--- config.mk ---
export PLATFORM = sky130hd
export DESIGN_NAME = data_mem_ctrl
export DESIGN_NICKNAME = d
export VERILOG_FILES = /design/src/rtl/dmc_pkg.sv /design/src/rtl/dmc_phase_timer.sv /design/src/rtl/data_mem_ctrl.sv
export SDC_FILE = /design/constraint.sdc
export NUM_CORES = 1
export LEC_CHECK = 0
export ABC_AREA = 1
export BUFFER_PORTS_ARGS = -buffer_cell sky130_fd_sc_hd__clkbuf_2
export CAP_MARGIN = 20
export CORE_UTILIZATION = 47
export CTS_BUF_LIST = sky130_fd_sc_hd__clkbuf_16
export CTS_CLUSTER_DIAMETER = 50
export DETAILED_ROUTE_END_ITERATION = 10
export GPL_TIMING_DRIVEN = 0
export HOLD_SLACK_MARGIN = 0.08
export PLACE_DENSITY = 0.77
export SYNTH_ARGS = -nofsm -noshare
export SYNTH_HDL_FRONTEND = slang
export SYNTH_SLANG_ARGS = --single-unit
--- constraint.sdc ---
create_clock -name clk -period 2 [get_ports clk]
set_input_delay 0.2 -clock clk [delete_from_list [all_inputs] [get_ports clk]]
set_output_delay 0.2 -clock clk [all_outputs]
set_load 0.1 [all_outputs]
--- src/rtl/dmc_pkg.sv ---
// Shared types and defaults for the data SRAM controller.
// Optional readback verification of stores is enabled with DMC_WRITE_VERIFY_EN.
package dmc_pkg;
    localparam int DMC_ADDR_W = 21;
    localparam int DMC_DATA_W = 16;

    typedef enum logic [2:0] {
        IDLE,
        SETUP,
        STROBE,
        HOLD,
        VSETUP,
        VSTROBE,
        VHOLD,
        RESP
    } dmc_state_e;

    function automatic int dmc_max3(input int a, input int b, input int c);
        int m;
        m = (a > b) ? a : b;
        return (m > c) ? m : c;
    endfunction
endpackage

--- src/rtl/dmc_phase_timer.sv ---
// Loadable down-counter timing one SRAM phase; done while the count is zero.
module dmc_phase_timer
    import dmc_pkg::*;
#(
    parameter int CNT_W = 2
) (
    input  logic             clk,
    input  logic             reset,
    input  logic             i_load,
    input  logic [CNT_W-1:0] i_load_val,
    output logic             o_done
);
    logic [CNT_W-1:0] r_cnt;

    always_ff @(posedge clk or negedge reset) begin
        if (!reset) begin
            r_cnt <= '0;
        end else if (i_load) begin
            r_cnt <= i_load_val;
        end else if (r_cnt != '0) begin
            r_cnt <= r_cnt - CNT_W'(1);
        end
    end

    assign o_done = (r_cnt == '0);
endmodule

--- src/rtl/data_mem_ctrl.sv ---
// Single-request controller for the asynchronous data SRAM port (setup/strobe/hold).
// Define DMC_WRITE_VERIFY_EN to read back every store and flag mismatches on rsp_err.
module data_mem_ctrl
    import dmc_pkg::*;
#(
    parameter int ADDR_W     = DMC_ADDR_W,
    parameter int DATA_W     = DMC_DATA_W,
    parameter int SETUP_CYC  = 1,
    parameter int STROBE_CYC = 2,
    parameter int HOLD_CYC   = 1
) (
    input  logic              clk,
    input  logic              reset,
    input  logic              req_valid,
    output logic              req_ready,
    input  logic              req_we,
    input  logic [ADDR_W-1:0] req_addr,
    input  logic [DATA_W-1:0] req_wdata,
    output logic              rsp_valid,
    output logic [DATA_W-1:0] rsp_rdata,
    output logic              rsp_err,
    output logic [ADDR_W-1:0] mem_address,
    output logic [DATA_W-1:0] mem_din,
    output logic              mem_WE,
    output logic              mem_CS,
    output logic              mem_OE,
    input  logic [DATA_W-1:0] mem_dout
);
    localparam int MAX_PH = dmc_max3(SETUP_CYC, STROBE_CYC, HOLD_CYC);
    localparam int CNT_W  = $clog2(MAX_PH) + 1;

    dmc_state_e        r_state, w_state_nxt;
    logic              w_accept, w_done, w_load, w_we_nxt;
    logic              w_cs_nxt, w_mem_we_nxt, w_oe_nxt;
    logic [CNT_W-1:0]  w_load_val;
    logic              r_we, r_mem_we, r_mem_cs, r_mem_oe, r_rsp_valid;
    logic [ADDR_W-1:0] r_addr;
    logic [DATA_W-1:0] r_wdata, r_rdata;

    assign w_accept = (r_state == IDLE) && req_valid;

    always_comb begin
        w_state_nxt = r_state;
        case (r_state)
            IDLE:    if (req_valid) w_state_nxt = SETUP;
            SETUP:   if (w_done) w_state_nxt = STROBE;
            STROBE:  if (w_done) w_state_nxt = HOLD;
`ifdef DMC_WRITE_VERIFY_EN
            HOLD:    if (w_done) w_state_nxt = r_we ? VSETUP : RESP;
            VSETUP:  if (w_done) w_state_nxt = VSTROBE;
            VSTROBE: if (w_done) w_state_nxt = VHOLD;
            VHOLD:   if (w_done) w_state_nxt = RESP;
`else
            HOLD:    if (w_done) w_state_nxt = RESP;
`endif
            RESP:    w_state_nxt = IDLE;
            default: w_state_nxt = IDLE;
        endcase
    end

    // Each phase counter is primed with N-1 on the edge that enters the phase.
    always_comb begin
        w_load_val = '0;
        case (w_state_nxt)
            SETUP, VSETUP:   w_load_val = CNT_W'(SETUP_CYC - 1);
            STROBE, VSTROBE: w_load_val = CNT_W'(STROBE_CYC - 1);
            HOLD, VHOLD:     w_load_val = CNT_W'(HOLD_CYC - 1);
            default:         w_load_val = '0;
        endcase
    end

    assign w_load = (w_state_nxt != r_state);

    dmc_phase_timer #(.CNT_W(CNT_W)) u_timer (
        .clk        (clk),
        .reset      (reset),
        .i_load     (w_load),
        .i_load_val (w_load_val),
        .o_done     (w_done)
    );

    // Strobes are registered from the next state so the SRAM pins never glitch.
    assign w_we_nxt     = w_accept ? req_we : r_we;
    assign w_cs_nxt     = (w_state_nxt != IDLE) && (w_state_nxt != RESP);
    assign w_mem_we_nxt = (w_state_nxt == STROBE) && w_we_nxt;
    assign w_oe_nxt     = ((w_state_nxt == STROBE) && !w_we_nxt) || (w_state_nxt == VSTROBE);

    always_ff @(posedge clk or negedge reset) begin
        if (!reset) begin
            r_state     <= IDLE;
            r_mem_cs    <= 1'b0;
            r_mem_we    <= 1'b0;
            r_mem_oe    <= 1'b0;
            r_rsp_valid <= 1'b0;
            r_we        <= 1'b0;
            r_addr      <= '0;
            r_wdata     <= '0;
        end else begin
            r_state     <= w_state_nxt;
            r_mem_cs    <= w_cs_nxt;
            r_mem_we    <= w_mem_we_nxt;
            r_mem_oe    <= w_oe_nxt;
            r_rsp_valid <= (w_state_nxt == RESP);
            if (w_accept) begin
                r_we    <= req_we;
                r_addr  <= req_addr;
                r_wdata <= req_wdata;
            end
        end
    end

`ifdef DMC_WRITE_VERIFY_EN
    logic r_err;

    always_ff @(posedge clk or negedge reset) begin
        if (!reset) begin
            r_rdata <= '0;
            r_err   <= 1'b0;
        end else if ((r_state == STROBE) && w_done && !r_we) begin
            r_rdata <= mem_dout;
            r_err   <= 1'b0;
        end else if ((r_state == VSTROBE) && w_done) begin
            r_rdata <= mem_dout;
            r_err   <= (mem_dout != r_wdata);
        end
    end

    assign rsp_err = r_err;
`else
    always_ff @(posedge clk or negedge reset) begin
        if (!reset) begin
            r_rdata <= '0;
        end else if ((r_state == STROBE) && w_done) begin
            r_rdata <= r_we ? '0 : mem_dout;
        end
    end

    assign rsp_err = 1'b0;
`endif

    assign req_ready   = (r_state == IDLE);
    assign rsp_valid   = r_rsp_valid;
    assign rsp_rdata   = r_rdata;
    assign mem_address = r_addr;
    assign mem_din     = r_wdata;
    assign mem_WE      = r_mem_we;
    assign mem_CS      = r_mem_cs;
    assign mem_OE      = r_mem_oe;
endmodule

Word-level counts from Yosys, hierarchy flattened

Cells that the tools add are included.
Widths: inputs -> output; s select.

Muxes and demuxes: 10
Reduce and logical (&&, ||, !) cells: 13
Add/sub/neg operators: 1
Eq/ne operators: 8

Operators with widths:

| operator            | number |
|---|---|
| $mux 16             | 1 |
| $mux 3              | 4 |
| $pmux 3 s4          | 1 |
| $eq 3x2->1 const B  | 3 |
| $eq 3x3->1 const B  | 2 |
| $logic_and 1x1->1   | 5 |
| $mux 2              | 2 |
| $reduce_bool 2->1   | 2 |
| $eq 3x1->1 const B  | 1 |
| $logic_not 3->1     | 1 |
| $ne 3x3->1          | 1 |
| $ne 3x3->1 const B  | 1 |
| $reduce_bool 3->1   | 1 |
| $logic_not 2->1     | 1 |
| $mux 1              | 2 |
| $reduce_or 2->1     | 1 |
| $sub 2x1->2 const B | 1 |
| $logic_not 1->1     | 1 |
| $logic_or 1x1->1    | 1 |

Register bits after elaboration: 63

Logic depth before layout (Yosys ltp)

Gate-level depths: netlist of the first run.

Depth after elaboration: 7
Mapped depth: 13
Gate-level depth less buffers: 12

By module

Synthesis of the first run repeated with hierarchy kept, for this count alone.

Cells, all modules: 290
Area, all modules: 2670.1 sq um

By module, submodules not included:

| module          | seq. area each (sq um) | cells an instance | times used | area each (sq um) |
|---|---|---|---|---|
| data_mem_ctrl   | 1526.5                 | 273               | 1          | 2549.9 |
| dmc_phase_timer | 50.0                   | 17                | 1          | 120.1 |

Worst setup path before layout of the first run

OpenSTA, ideal clock, no wires.

Path type: register to output
Start point: reg r_state[0]
End point: out req_ready
Arrival time: 2.530 ns
Stages on the path, launching flop included: 2
Setup slack: -0.730 ns
Required time: 1.800 ns
Path through: dfrtp_1 nor3_1

Word-level cells in the longest chain between the ends: 1

Ends and longest elaborated chain:

| what                   | RTL line             | text |
|---|---|---|
| start, declared        | data_mem_ctrl.sv:32  | `dmc_state_e r_state, w_state_nxt;` |
| start signal, assigned | data_mem_ctrl.sv:99  | `r_state <= w_state_nxt;` |
| $logic_not 3->1        | data_mem_ctrl.sv:141 | `assign req_ready = (r_state == IDLE);` |
| end, declared          | data_mem_ctrl.sv:15  | `output logic req_ready,` |

No other way between the ends.

Final worst setup path of the first run

Start point: reg u_timer.r_cnt[0]
End point: reg r_rdata[3], in the netlist rsp_rdata[3]

Word-level cells in the longest chain between the ends: 2

Ends and longest elaborated chain:

| what                   | RTL line              | text |
|---|---|---|
| start, declared        | dmc_phase_timer.sv:13 | `logic [CNT_W-1:0] r_cnt;` |
| start signal, assigned | dmc_phase_timer.sv:19 | `r_cnt <= i_load_val;` |
| start signal, assigned | dmc_phase_timer.sv:21 | `r_cnt <= r_cnt - CNT_W'(1);` |
| $logic_not 2->1        | dmc_phase_timer.sv:25 | `assign o_done = (r_cnt == '0);` |
| $logic_and 1x1->1      | data_mem_ctrl.sv:133  | `end else if ((r_state == STROBE) && w_done) begin` |
| end signal, assigned   | data_mem_ctrl.sv:134  | `r_rdata <= r_we ? '0 : mem_dout;` |
| end, declared          | data_mem_ctrl.sv:38   | `logic [DATA_W-1:0] r_wdata, r_rdata;` |

No other way between the ends.
A chain may end at the register's enable or synchronous reset.

==> results.txt, run 1 <==
Post-synth cell types - 23
Via/cell ratio - 4.73
First-pass GRT wire length - 9030 µm
Critical Path Sink Type - flop
Iter 0 DRT Violations - 78
Core Region - 5270 µm²
Crit path kind - flop to flop
Total wire length - 5530 µm
Clock root cell - clkbuf_16
Synth Area in XOR/XNOR - 0.331%
Endpoints failing setup - 0
CTS tree - yes
Vias - 1896
Yosys warning count - 0
Simple-Gate Fraction of Synth Area - 7.99%
Slowest stage delay, CP - 0.39 ns
Largest buffer count on any clock path - 2
Async set or reset register ratio after synthesis - 100%
CTS clk-pin slew, worst paths - 0.05 ns
Gr usage total - 20.0%
Post-Synth Adder-Cell Area - 0.473%
IO buf count - 114
Post-layout min period - 1.66 ns
Dominant cells by area after synthesis - dfrtp_1, mux2_4, nand3_1
Share of the synthesized area in the top cell type - 59.5%
Initial Util - 50.2%
Slowest-stage cell, CP - dfrtp_1
Multiplexer share of the synthesized area - 21.0%
Die ar. - 5940 µm²
Worst slew pin tran - 0.832 ns
Worst hold path class - input port to flop
CP Launch Type - flop
Critical Path RT - 2.23 ns
Largest family of logic cells by synthesized area - multiplexers
Clk_lat worst skew - 0.31 ns
Row cnt - 26
Mapped Area - 2650 µm²
H-Tree Depth - 3
Post CTS Setup Buffer Count - 0
Worst hold margin - 0.111 ns
Sink Count - 63
TNS Setup - 0 ns
IO Count - 116
Post-Syn Area per Cell - 13.2 µm²
DP HPWL - 3930 µm
Area Overhead vs Synth - 37.1%
Worst R2R Path Depth - 8
Max cap viols - 0
Num CTS Buffers - 9
Main synth FF type - dfrtp_1
RSZ-0062 raised after global routing - false
CP max FO - 10
Status - finished, final reports clean
FF+latch count, synth - 63
Ant diodes - 0
Die span in y - 77.1 µm
Global route overflow - 0
Worst EP arrival - 1.89 ns
Slew Limit Fails - 0
# DRC - 0
Post-synth EDFFs - 0
GP Congestion - 0.840
Initial antenna violation count - 0
Vias in the first global route - 1970
Gate Count Post-Synth - 200
Final #Nets - 384
Wire length per cell - 13.8 µm
Register area share after synthesis - 59.5%
Hold Path Depth - 2
Final hold violation count - 0
Filler cell count - 418
Die width - 77.1 µm
Setup Skew - 0.00579 ns
Period utilization - 83.1%
Synth Area in Compound Gates - 4.11%
CP Cell Sequence - inv_1, ha_1, buf_2, inv_1, nor3_4, buf_2, nand3_1, o21ai_0
Largest net degree at the start of global routing - 64
DR pass1 iterations - 4
Slew Limit Headroom - 44.6%
Share of layout cells above drive strength 1 - 54.7%
Syn Nets - 258
Max Clk Rate - 601 MHz
Largest area contributor in the netlist - dfrtp_1
Final ANT Viol Nets - 0
## synthesized netlist by cell type, types with 2 or more instances
cell type  count
nor2_1         7
buf_6          4
inv_1         23
o21ai_0       16
nand2_2        2
nand3_2        2
o21ai_2        2
dfrtp_1       63
mux2_4        37
nand3_1       18
buf_2          4
nand2_1       11
## final timing paths
path                       slack, ns             start               to
min                             0.11       req_addr[7]   mem_address[7]
min in group asynchronous       0.55             reset     rsp_rdata[2]
min reg2reg                     0.50   mem_address[14]  mem_address[14]
max                             0.34  u_timer.r_cnt[0]     rsp_rdata[3]
max in group asynchronous       0.89             reset   mem_address[1]
max reg2reg                     0.34  u_timer.r_cnt[0]     rsp_rdata[3]
## through the flow
stage               cell area (µm²)  setup WS, ns  instances  utilization [%]
floorplan                      2650         0.139        200                -
global route                   3630         0.169        401             68.9
CTS                            3630         0.320        401             68.9
detailed placement             3310         0.353        384             62.9
global placement               3310         0.411        384             62.8
finish                         3630         0.337        401             68.9
## metal layers
layer,global-route usage (%),up-vias,share of wire [%]
met5,0,-,0
met4,14.5,0,4.4
met3,3.81,24,3.9
met2,31.3,70,49
met1,24.7,890,43
li1,-,912,-
## flip-flops by register name (all words and copies together), names as in the netlist
signal / flops
mem_OE: 1
u_timer.r_cnt: 2
r_we: 1
rsp_rdata: 16
rsp_valid: 1
mem_CS: 1
mem_din: 16
mem_address: 21
r_state: 3
mem_WE: 1
## layout make-up
class,count,area (µm²),share of cell area (%)
clock buffer,9,225,6.21
timing repair buffer,115,583,16.1
sequential,63,1580,43.4
buffer,10,76.3,2.10
multi-input combinational,102,906,25.0
clock inverter,7,80.1,2.21
tap,70,87.6,2.41
inverter,25,93.8,2.59
## placed cells by master, fill, tap and decap left out, types with 2 or more instances in the layout
| cell | instances |
|---|---|
| dfrtp_1 | 63 |
| nand3_2 | 2 |
| nand3_1 | 18 |
| nor2_1 | 7 |
| buf_6 | 4 |
| clkbuf_2 | 113 |
| nand2_1 | 11 |
| bufinv_16 | 2 |
| clkinv_1 | 3 |
| buf_2 | 4 |
| o21ai_0 | 16 |
| mux2_4 | 37 |
| nand2_2 | 2 |
| clkbuf_16 | 9 |
| inv_1 | 25 |
| o21ai_2 | 2 |
## cells by family (layout without fill, tap and decap cells)
logic type,after synthesis,after routing
flops,63,63
other cells,1,1
fa+ha+maj,1,1
simple gates,42,42
buf+inv,35,166
xor+xnor,1,1
mux,37,37
compound gates,20,20
## critical path: cells and delay by family (launching register included)
kind / cells / cell delay [ns]
AO/OA/AOI/OAI: 1 / 0.09
adder cells (fa/ha/maj): 1 / 0.13
buffers and inverters: 4 / 0.60
AND/OR/NAND/NOR: 2 / 0.36
flip-flops: 1 / 0.39
## timing repair
item                                   4_1_cts  5_1_grt
endpoints found under the hold margin       63        0
hold buffers                                 1        0
resized for setup                            0        0
Power of run 1 is left out: the tool's default activity adds up to more than one toggle a clock period on the data nets, which glitch-free logic cannot reach.
==> inputs of run 2 (changes only) <==
==> constraint.sdc (replaced) <==
create_clock -name clk -period 1.6 [get_ports clk]
set_input_delay 0.16 -clock clk [delete_from_list [all_inputs] [get_ports clk]]
set_output_delay 0.16 -clock clk [all_outputs]
set_load 0.1 [all_outputs]
==> run 2 against run 1 <==
Effect of this change:
- wire length rose by 21%
- worst hold slack got worse by 0.028 ns
- fmax rose by 10%
- non-clock buffer count rose by 33
- die area did not move
- global-route usage rose by 3.6 points
- cell area rose by 10%
- core utilization rose by 7.0 points
- flip-flop and latch count did not move
- first-iteration DRC count rose by 49%
- critical path depth rose by 5
==> results.txt, run 2 (synthesis results as in run 1) <==
Critical Path RT - 1.81 ns (-0.42 ns)
CTS clk-pin slew, worst paths - 0.05 ns (about the same)
Placed Instances - 384 (unchanged)
Commonest non-fill, non-tap cells in the layout - clkbuf_2, dfrtp_1, mux2_4
Max cap viols - 0 (unchanged)
Initial antenna violation count - 0 (unchanged)
Most common cell after layout, fill and taps aside - clkbuf_2
Vias - 2084 (+9.9%)
Max FFs per register - 21 (unchanged)
CTS tree - yes
Sink Count - 63 (unchanged)
Initial Util - 50.2% (unchanged)
PnR worst setup slack - 0.0921 ns (-0.245 ns)
DR pass1 iterations - 4 (unchanged)
Share of layout cells above drive strength 1 - 53.0% (-1.7 points)
DP HPWL - 4110 µm (+4.5%)
# DRC - 0 (unchanged)
Area Overhead vs Synth - 51.0%
Buf/Inv on CP - 4 (unchanged)
Clock root cell - clkbuf_16
CP Launch Type - flop
Worst hold margin - 0.0835 ns (-0.0279 ns)
Die span in y - 77.1 µm (unchanged)
First-pass GRT wire length - 10500 µm (+17%)
CP Cell Sequence - inv_1, ha_1, buf_4, inv_4, nand2_1, nand2_1, nand2_2, nand2_2, nand2_1, nand2_1, nand2_1, nand2_1, inv_1
Final hold violation count - 0 (unchanged)
Slew Limit Fails - 0 (unchanged)
Num CTS Buffers - 9 (unchanged)
Iter 0 DRT Violations - 116 (+49%)
Slowest stage delay, CP - 0.34 ns (-0.05 ns)
Total wire length - 6670 µm (+21%)
CP max FO - 7 (-3)
Die width - 77.1 µm (unchanged)
Via/cell ratio - 4.80 (+1.6%)
Largest buffer count on any clock path - 2 (unchanged)
Final #Nets - 417 (+8.6%)
Dpl cell area - 3320 µm² (+0.19%)
Fin area - 4000 µm² (+10%)
H-Tree Depth - 3 (unchanged)
Status - finished, final reports clean
Core Region - 5270 µm² (unchanged)
Global route overflow - 0 (unchanged)
Post-layout min period - 1.51 ns (-0.155 ns)
Critical Path Sink Type - flop
Die ar. - 5940 µm² (unchanged)
Gr usage total - 23.6% (+3.6 points)
Endpoints failing setup - 0 (unchanged)
Filler cell count - 360 (-14%)
Worst EP arrival - 1.72 ns (-0.17 ns)
Crit path max-delay family - simple AND/OR/NAND/NOR gates
Vias in the first global route - 2053 (+4.2%)
Ant diodes - 0 (unchanged)
Setup Skew - 0.00488 ns (-0.000909 ns)
Slowest-stage cell, CP - dfrtp_1
Final ANT Viol Nets - 0 (unchanged)
Slew Limit Headroom - 44.0% (-0.58 points)
Period utilization - 94.2% (+11 points)
Wire length per cell - 15.4 µm (+12%)
Dpl ws - -0.0313 ns (-0.384 ns)
Clk_lat worst skew - 0.32 ns (about the same)
GP Congestion - 0.849 (+1.1%)
IO Count - 116 (unchanged)
IO buf count - 114 (unchanged)
CP dominant cell by count - nand2_1
Non-filler cells in the finished layout - 434 (+8.2%)
Max Clk Rate - 663 MHz (+10%)
Worst hold path class - input port to flop
Crit path kind - flop to flop
Worst slew pin tran - 0.840 ns (+0.00877 ns)
Largest net degree at the start of global routing - 64 (unchanged)
Row cnt - 26 (unchanged)
[run 2: cell types whose count changed in the layout (fill, tap and decap cells not counted), moves of 3 or more]
| cell | delta |
|---|---|
| buf_2 | -3 |
| buf_4 | +5 |
| buf_6 | +5 |
| dlygate4sd3_1 | +26 |
| inv_1 | -3 |
[run 2: per-layer routing]
layer | up-vias | track usage (%) | wire (µm)
li1 | 979 | - | -
met1 | 1012 | 30.0 | 2790
met2 | 80 | 38.7 | 3450
met3 | 13 | 5.24 | 301
met4 | 0 | 10.6 | 127
met5 | - | 0 | 0
[run 2: what timing repair did]
action                                  CTS  global route
endpoints found under the setup margin   14            21
pin swaps                                 1             1
setup buffers                             0             5
cloned                                    0             2
endpoints found under the hold margin    88             1
resized for setup                         4            13
hold buffers                             26             1
[run 2: layout make-up]
type	count	area, µm²	area share (%)
flip-flops and latches	63	1580	39.4
multi-input cells	102	925	23.1
repair buffers	148	903	22.6
clock buffers	9	225	5.63
plain buffers	10	97.6	2.44
inverters	25	96.3	2.41
clock inverters	7	87.6	2.19
well taps	70	87.6	2.19
[run 2: worst reg2reg max path, stage by stage, from the launching register on]
cell	delay, ns
dfrtp_1	0.34
inv_1	0.05
ha_1	0.18
buf_4	0.16
inv_4	0.07
nand2_1	0.07
nand2_1	0.09
nand2_2	0.07
nand2_2	0.08
nand2_1	0.08
nand2_1	0.08
nand2_1	0.05
nand2_1	0.05
inv_1	0.04
[run 2: final timing paths]
check	from	endpoint	slack [ns]	cells after the start
worst max-delay path	u_timer.r_cnt[0]	u_timer.r_cnt[0]	0.09	13
worst min register to register	mem_address[12]	mem_address[12]	0.51	1
min in group asynchronous	reset	rsp_rdata[0]	0.52	2
worst max register to register	u_timer.r_cnt[0]	u_timer.r_cnt[0]	0.09	13
worst min-delay path	req_addr[3]	mem_address[3]	0.08	2
max in group asynchronous	reset	mem_address[18]	0.53	2
[run 2: per-stage QoR]
stage	TNS (ns)	util, %
after detailed placement	-0.254	63.0
after CTS	0	74.1
final	0	75.9
after floorplan	0	-
after global placement	0	62.9
after global routing	-0.0255	75.9
Power of run 2 is left out for the same reason.
==> inputs of run 3 (changes only) <==
--- a/config.mk
+++ b/config.mk
@@ -8,13 +8,14 @@
 export ABC_AREA = 1
 export BUFFER_PORTS_ARGS = -buffer_cell sky130_fd_sc_hd__clkbuf_2
 export CAP_MARGIN = 20
-export CORE_UTILIZATION = 47
+export CORE_MARGIN = 4
+export CORE_UTILIZATION = 51
 export CTS_BUF_LIST = sky130_fd_sc_hd__clkbuf_16
 export CTS_CLUSTER_DIAMETER = 50
 export DETAILED_ROUTE_END_ITERATION = 10
 export GPL_TIMING_DRIVEN = 0
 export HOLD_SLACK_MARGIN = 0.08
-export PLACE_DENSITY = 0.77
+export PLACE_DENSITY = 0.83
 export SYNTH_ARGS = -nofsm -noshare
 export SYNTH_HDL_FRONTEND = slang
 export SYNTH_SLANG_ARGS = --single-unit
==> constraint.sdc (replaced) <==
create_clock -name clk -period 1.9 [get_ports clk]
set_input_delay 0.19 -clock clk [delete_from_list [all_inputs] [get_ports clk]]
set_output_delay 0.19 -clock clk [all_outputs]
set_load 0.1 [all_outputs]
==> run 3 against run 2 <==
Effect of this change:
- largest cell class unchanged
- final cell count decreased by 8.3%
- wire length decreased by 12%
- flip-flop and latch count unchanged
- critical endpoint is now rsp_rdata[8]
- register-to-register slack improved by 0.11 ns
- cell area decreased by 7.7%
- first-iteration DRC count decreased by 47%
- global-route usage decreased by 3.9 points
==> results.txt, run 3 (synthesis results as in run 1) <==
RSZ-0062 raised after global routing - false
Most common cell after layout, fill and taps aside - clkbuf_2
Die span in y - 80.1 µm (+3.9%)
Final #Nets - 384 (-7.9%)
Global route overflow - 0 (unchanged)
Filler cell count - 335 (-6.9%)
CTS tree - yes
Final hold violation count - 0 (unchanged)
Worst hold path class - input port to flop
DR pass1 iterations - 4 (unchanged)
Endpoints failing setup - 0 (unchanged)
Share of layout cells above drive strength 1 - 55.9% (+2.9 points)
Period utilization - 89.5% (-4.7 points)
Sink Count - 63 (unchanged)
Critical Path Sink Type - flop
Initial Util - 54.3% (+4.0 points)
Commonest non-fill, non-tap cells in the layout - clkbuf_2, dfrtp_1, mux2_4
Clk_lat worst skew - 0.32 ns (about the same)
Setup Skew - 0.00623 ns (+0.00135 ns)
Max Clk Rate - 588 MHz (-11%)
Via/cell ratio - 4.83 (+0.62%)
DP HPWL - 4170 µm (+1.4%)
Largest net degree at the start of global routing - 64 (unchanged)
Wire length per cell - 14.8 µm (-3.8%)
Max FFs per register - 21 (unchanged)
# DRC - 0 (unchanged)
Met2 Routed Length - 2940 µm (-15%)
Die width - 80.1 µm (+3.9%)
Iter 0 DRT Violations - 61 (-47%)
IO Count - 116 (unchanged)
Num CTS Buffers - 9 (unchanged)
Row cnt - 25 (-3.8%)
Die ar. - 6410 µm² (+7.9%)
Initial antenna violation count - 0 (unchanged)
GP Congestion - 0.840 (-1.1%)
Worst R2R Path Depth - 8 (-5)
First-pass GRT wire length - 9430 µm (-10%)
Worst EP arrival - 1.92 ns (+0.20 ns)
Slew Limit Fails - 0 (unchanged)
Gr usage total - 19.7% (-3.9 points)
Core Region - 4880 µm² (-7.4%)
Post-cts resize count - 0 (-4)
Critical Path RT - 2.12 ns (+0.31 ns)
Post-layout min period - 1.70 ns (+0.194 ns)
Worst slew pin tran - 0.829 ns (-0.0117 ns)
Area Overhead vs Synth - 39.4%
CTS Hold Bufs - 1 (-96%)
CP max FO - 10 (+3)
Slew Limit Headroom - 44.8% (+0.78 points)
IO buf count - 114 (unchanged)
CP Launch Type - flop
Top layer in use - met4
Largest buffer count on any clock path - 2 (unchanged)
Metal-1 WL - 2450 µm (-12%)
Clock root cell - clkbuf_16
Vias in the first global route - 1958 (-4.6%)
Max cap viols - 0 (unchanged)
Met3 wire length - 365 µm (+21%)
Vias - 1923 (-7.7%)
Crit path kind - flop to flop
CTS clk-pin slew, worst paths - 0.06 ns (about the same)
Total wire length - 5890 µm (-12%)
H-Tree Depth - 3 (unchanged)
Ant diodes - 0 (unchanged)
Status - finished, final reports clean
Hold Path Depth - 2 (unchanged)
Post CTS Setup Buffer Count - 0 (unchanged)
TNS Setup - 0 ns (unchanged)
Final ANT Viol Nets - 0 (unchanged)
run 3: path summary, 6_finish.rpt:
path                                  startpoint  slack, ns              to
min in group asynchronous                  reset       0.53   rsp_rdata[14]
worst max register to register  u_timer.r_cnt[0]       0.20    rsp_rdata[8]
worst min register to register        mem_din[2]       0.51      mem_din[2]
max in group asynchronous                  reset       0.83      mem_din[0]
worst min-delay path                 req_addr[0]        0.1  mem_address[0]
worst max-delay path            u_timer.r_cnt[0]       0.20    rsp_rdata[8]
run 3: area by class of cell:
class                      instances  area (µm²)  area share, %
sequential                        63        1580           42.7
multi-input combinational        102         906           24.6
timing repair buffer             115         583           15.8
clock buffer                       9         225           6.10
clock inverter                     7         145           3.93
inverter                          25        93.8           2.54
tap                               67        83.8           2.27
buffer                            10        76.3           2.07
run 3: through the flow:
step | hold slack (ns) | cells | area, µm² | setup WS (ns) | util (%)
detailed placement | 0.368 | 381 | 3310 | 0.277 | 67.8
global placement | 0.421 | 381 | 3310 | 0.343 | 67.8
finish | 0.0962 | 398 | 3690 | 0.199 | 75.6
floorplan | -0.106 | 200 | 2650 | 0.0492 | -
CTS | 0.0895 | 398 | 3690 | 0.177 | 75.6
global route | 0.0854 | 398 | 3690 | 0.0187 | 75.6
run 3: metal layers:
metal	up-vias	track usage, %
met5	-	0
li1	914	-
met3	11	4.37
met1	927	24.3
met4	0	9.80
met2	71	32.4
run 3: critical path: stages, from the launching register on:
cell     delay [ns]
dfrtp_1        0.39
inv_1          0.07
ha_1           0.13
buf_2          0.17
inv_1          0.10
nor3_4         0.24
buf_2          0.25
nand3_1        0.12
o21ai_0        0.13
Power of run 3 is left out for the same reason.
